===== src/rtl/image_pipeline_ctrl.sv =====
// image_pipeline_ctrl
//   Frame sequencer and sole owner of the single-port image BRAM. Loads a
//   PIXELS-word frame from a valid/ready pixel stream into words 0..PIXELS-1,
//   runs the deskew engine (unless bypassed), then runs the SVM classifier and
//   pulses done. The BRAM port is muxed between loader, deskew and classifier
//   according to the registered state.
// Ports:
//   clk, reset (async, active-low)
//   start/bypass in, ready/done/frame_cnt out   : frame control + status
//   s_valid/s_data in, s_ready out               : pixel stream
//   dsk_start out, dsk_ready/dsk_* in            : deskew handshake + BRAM request
//   cls_start/cls_base out, cls_ready/cls_* in   : classifier handshake + read request
//   mem_address/mem_wdata/mem_en/mem_we out      : BRAM port
module image_pipeline_ctrl #(
  parameter int unsigned WIDTH    = 16,
  parameter int unsigned ADDR_W   = 11,
  parameter int unsigned PIXELS   = 784,
  parameter int unsigned DSK_BASE = 784
) (
  input  logic              clk,
  input  logic              reset,
  input  logic              start,
  input  logic              bypass,
  output logic              ready,
  output logic              done,
  output logic [15:0]       frame_cnt,
  input  logic              s_valid,
  input  logic [WIDTH-1:0]  s_data,
  output logic              s_ready,
  output logic              dsk_start,
  input  logic              dsk_ready,
  input  logic [ADDR_W-1:0] dsk_address,
  input  logic [WIDTH-1:0]  dsk_wdata,
  input  logic              dsk_en,
  input  logic              dsk_we,
  output logic              cls_start,
  input  logic              cls_ready,
  output logic [ADDR_W-1:0] cls_base,
  input  logic [ADDR_W-1:0] cls_address,
  input  logic              cls_en,
  output logic [ADDR_W-1:0] mem_address,
  output logic [WIDTH-1:0]  mem_wdata,
  output logic              mem_en,
  output logic              mem_we
);

  typedef enum logic [2:0] {
    IDLE    = 3'd0,
    LOAD    = 3'd1,
    DSK_GO  = 3'd2,
    DSK_RUN = 3'd3,
    CLS_GO  = 3'd4,
    CLS_RUN = 3'd5,
    FIN     = 3'd6
  } state_t;

  localparam logic [9:0] LAST_PIX = 10'(PIXELS - 1);

  state_t      state_q, state_d;
  logic [9:0]  pix_cnt_q, pix_cnt_d;
  logic        bypass_q, bypass_d;
  logic [15:0] frame_cnt_q, frame_cnt_d;

  always_comb begin
    state_d     = state_q;
    pix_cnt_d   = pix_cnt_q;
    bypass_d    = bypass_q;
    frame_cnt_d = frame_cnt_q;
    case (state_q)
      IDLE: begin
        if (start) begin
          bypass_d  = bypass;
          pix_cnt_d = '0;
          state_d   = LOAD;
        end
      end
      LOAD: begin
        if (s_valid) begin
          // Counter returns to 0 on the last pixel so it never exceeds PIXELS-1.
          if (pix_cnt_q == LAST_PIX) begin
            pix_cnt_d = '0;
            state_d   = bypass_q ? CLS_GO : DSK_GO;
          end else begin
            pix_cnt_d = pix_cnt_q + 10'd1;
          end
        end
      end
      DSK_GO:  state_d = DSK_RUN;
      DSK_RUN: if (dsk_ready) state_d = CLS_GO;
      CLS_GO:  state_d = CLS_RUN;
      CLS_RUN: if (cls_ready) state_d = FIN;
      FIN: begin
        frame_cnt_d = frame_cnt_q + 16'd1;
        state_d     = IDLE;
      end
      default: state_d = IDLE;
    endcase
  end

  always_ff @(posedge clk or negedge reset) begin
    if (!reset) begin
      state_q     <= IDLE;
      pix_cnt_q   <= '0;
      bypass_q    <= 1'b0;
      frame_cnt_q <= '0;
    end else begin
      state_q     <= state_d;
      pix_cnt_q   <= pix_cnt_d;
      bypass_q    <= bypass_d;
      frame_cnt_q <= frame_cnt_d;
    end
  end

  // Moore outputs decoded from the registered state only.
  assign ready     = (state_q == IDLE);
  assign s_ready   = (state_q == LOAD);
  assign dsk_start = (state_q == DSK_GO);
  assign cls_start = (state_q == CLS_GO);
  assign done      = (state_q == FIN);
  assign frame_cnt = frame_cnt_q;
  assign cls_base  = bypass_q ? '0 : ADDR_W'(DSK_BASE);

  // BRAM port ownership; requesters outside their states are simply ignored.
  always_comb begin
    mem_address = '0;
    mem_wdata   = '0;
    mem_en      = 1'b0;
    mem_we      = 1'b0;
    case (state_q)
      LOAD: begin
        if (s_valid) begin
          mem_address = ADDR_W'(pix_cnt_q);
          mem_wdata   = s_data;
          mem_en      = 1'b1;
          mem_we      = 1'b1;
        end
      end
      DSK_GO, DSK_RUN: begin
        mem_address = dsk_address;
        mem_wdata   = dsk_wdata;
        mem_en      = dsk_en;
        mem_we      = dsk_we;
      end
      CLS_GO, CLS_RUN: begin
        mem_address = cls_address;
        mem_en      = cls_en;
      end
      default: ;
    endcase
  end

endmodule


===== config.mk =====
export PLATFORM = sky130hd
export DESIGN_NAME = image_pipeline_ctrl
export DESIGN_NICKNAME = d
export VERILOG_FILES = /design/src/rtl/image_pipeline_ctrl.sv
export SDC_FILE = /design/constraint.sdc
export NUM_CORES = 1
export LEC_CHECK = 0
export ABC_AREA = 1
export BUFFER_PORTS_ARGS = -buffer_cell sky130_fd_sc_hd__buf_2
export CAP_MARGIN = 20
export CELL_PAD_IN_SITES_DETAIL_PLACEMENT = 1
export CELL_PAD_IN_SITES_GLOBAL_PLACEMENT = 1
export CORE_ASPECT_RATIO = 0.5
export CORE_MARGIN = 10
export CORE_UTILIZATION = 31
export CTS_CLUSTER_SIZE = 16
export DETAILED_ROUTE_END_ITERATION = 10
export PLACE_DENSITY_LB_ADDON = 0.3
export SYNTH_ARGS = -nofsm -noshare
export SYNTH_HDL_FRONTEND = slang
export SYNTH_SLANG_ARGS = --single-unit

===== constraint.sdc =====
create_clock -name clk -period 2.2 [get_ports clk]
set_clock_uncertainty 0.05 [all_clocks]
set_input_delay 0.11 -clock clk [delete_from_list [all_inputs] [get_ports clk]]
set_output_delay 0.11 -clock clk [all_outputs]
set_load 0.01 [all_outputs]

==> flow_metrics.tcl <==
set metrics [dict create \
    synth_area_sq_um 2400 \
    p_total_mw 1.90 \
    worst_setup_path_start_kind "flop" \
    cp_top_family "buffers and inverters" \
    antenna_left 0 \
    grt_antenna_before_repair 0 \
    cts_made_buffers 5 \
    drive_gt1_frac 0.340 \
    hold_path_class "input pin to flop" \
    post-route-drc-count 0 \
    ys_ff_latch 30 \
    yosys_warnings 0 \
    cts_tree "yes" \
    utilization 0.423 \
    vias 2552 \
    maxSlewHeadroom 0.525 \
    start_util 0.323 \
    drt_pass1_iterations 4 \
    yosys.area.top_type "dfrtp_1" \
    ys_seq_area_frac 0.313 \
    dieArea_sq_um 11900 \
    grt_use_total 0.138 \
    synth_top_area_share 0.313 \
    die_h_microns 82.2 \
    synth.avg_cell_area_sq_um 7.28 \
    worst_path_max_delay_cell "dfrtp_1" \
    die_x_microns 144 \
    critPathMaxStageDelay_ns 0.48 \
    layout_worst_path_cycle_share 0.934 \
    p_leak_nw 1.79 \
    finalSetupViolations 0 \
    hpwl_microns 7080 \
    yosysUniqueCellTypes 40 \
    grt_max_degree 31 \
    final_nets 512 \
    portBuffers 116 \
    syn_to_final_growth_pct 31.1 \
    grt_setup_unrepaired "no" \
    cts.clk_slew.worst_paths_ns 0.05 \
    timing.fmax_ghz 0.487 \
    status "completed" \
    powerDensity_nw_per_um2 605 \
    path_buf_inv 3 \
    drv_cap 0 \
    clkLatencyLatePin_ns 0.27 \
    wl_microns 8590 \
    globalRouteOverflowTotal 0 \
    final_common_cell "buf_2" \
    worstPathRequired_ns 2.04 \
    coreArea_sq_um 7430 \
    wire_per_inst_microns 15.9 \
    vdd_ir_drop_max_mv 0.283 \
    syn_inst 330 \
    setup_tns_ns 0 \
    htree_num_levels 2 \
    critPathKind "flop to output port" \
    mostFrequentLayoutCells "116 x buf_2, 97 x nand2_1, 37 x inv_1" \
    grt_pass1_vias 2608 \
    rows 22 \
    drtIter0Drc 80 \
    worst_pin_slew_ns 0.712 \
    crit_path_end_kind "output port" \
    worstPathArrival_ns 1.89 \
    yosys-top-cells-area "dfrtp_1 31%, nand2_1 15%, a22o_1 6.2%" \
    critPathMaxFanout 26 \
    grt_first_pass_wirelength_microns 13400 \
    viasPerCell 4.73 \
    diodes 0 \
    pin_count 125 \
    hold_viol_final 0 \
    gp_congestion 0.778 \
    crit_chain "inv_2 > ha_1 > buf_6 > nand2_1 > a31oi_1 > buf_2" \
    max-clock-path-buffers 2 \
    slew_viol_final 0 \
    fillers 998 \
    min_period_ns 2.05 \
    clockRootBuffer "clkbuf_16" \
    clock_sinks 30 \
    post_cts_buffers 0 \
]
## worst min-delay path: stages
cell	delay [ns]
buf_2	0.07
nor2_1	0.03
a21oi_1	0.12
## power by group
group          internal (mW)  leakage (nW)  switching [mW]
clock network          0.448        0.0739           0.236
logic                  0.207          1.33           0.271
registers              0.615         0.384           0.127
## synthesized netlist by cell type (all sizes together)
cell,instances
o21ai,8
nand2,104
xnor2,4
nor3,5
o2111ai,1
ha,5
inv,41
nand4,8
dfrtp,30
buf,15
nand3b,2
a31oi,11
a21oi,7
nor2,35
and2,1
xor2,6
nor3b,1
a22o,17
conb,1
clkbuf,5
nand3,23
## layout make-up
class / count / area [sq um] / share of cell area
inverter: 41 / 161 / 0.0513
timing repair buffer: 119 / 609 / 0.194
clock buffer: 7 / 143 / 0.0453
tap: 96 / 120 / 0.0382
clock inverter: 1 / 5.00 / 0.00159
multi-input combinational: 246 / 1360 / 0.431
sequential: 30 / 751 / 0.239
## per-stage QoR
stage,hold slack (ns),instances,setup WS [ns],instance area (sq um)
2_1_floorplan,-0.236,337,0.355,2430
3_3_place_gp,0.157,531,0.373,2990
3_5_place_dp,0.158,531,0.340,2990
4_1_cts,0.0657,540,0.0914,3140
5_1_grt,0.0705,540,0.0228,3150
6_report,0.0603,540,0.146,3150
## flip-flops by register name, summed over array words and instances (netlist names)
name	count
pix_cnt_q	10
state_q	3
bypass_q	1
frame_cnt	16
## path summary, 6_finish.rpt
kind | startpoint | endpoint | slack (ns) | cells after the start
max reg2reg | pix_cnt_q[0] | pix_cnt_q[5] | 0.34 | 8
min reg2reg | frame_cnt[14] | frame_cnt[14] | 0.44 | 2
min | bypass | bypass_q | 0.06 | 3
min in group asynchronous | reset | pix_cnt_q[9] | 0.39 | 2
max in group asynchronous | reset | frame_cnt[11] | 1.24 | 2
max | state_q[2] | mem_address[6] | 0.15 | 6
## repair_timing
item,in CTS,in global routing
hold buffers,1,0
setup endpoints to repair,0,8
endpoints found under the hold margin,30,0
resized for setup,0,1
## routing by layer
layer | vias up | track usage | routed length, microns
met5 | - | 0 | 0
met2 | 84 | 0.248 | 3920
met3 | 7 | 0.0319 | 540
li1 | 1281 | - | -
met4 | 0 | 0.0331 | 62
met1 | 1180 | 0.166 | 4070
## kinds of logic (layout without fill, tap and decap cells)
family / Yosys count / in the layout / synth area share
AND/OR/NAND/NOR: 179 / 179 / 0.360
buffers and inverters: 61 / 168 / 0.133
other: 1 / 8 / 0.00156
XOR/XNOR: 10 / 10 / 0.0365
AO/OA/AOI/OAI: 44 / 44 / 0.130
adder cells (fa/ha/maj): 5 / 5 / 0.0261
flip-flops: 30 / 30 / 0.313
(Power assumes the default switching activity.)
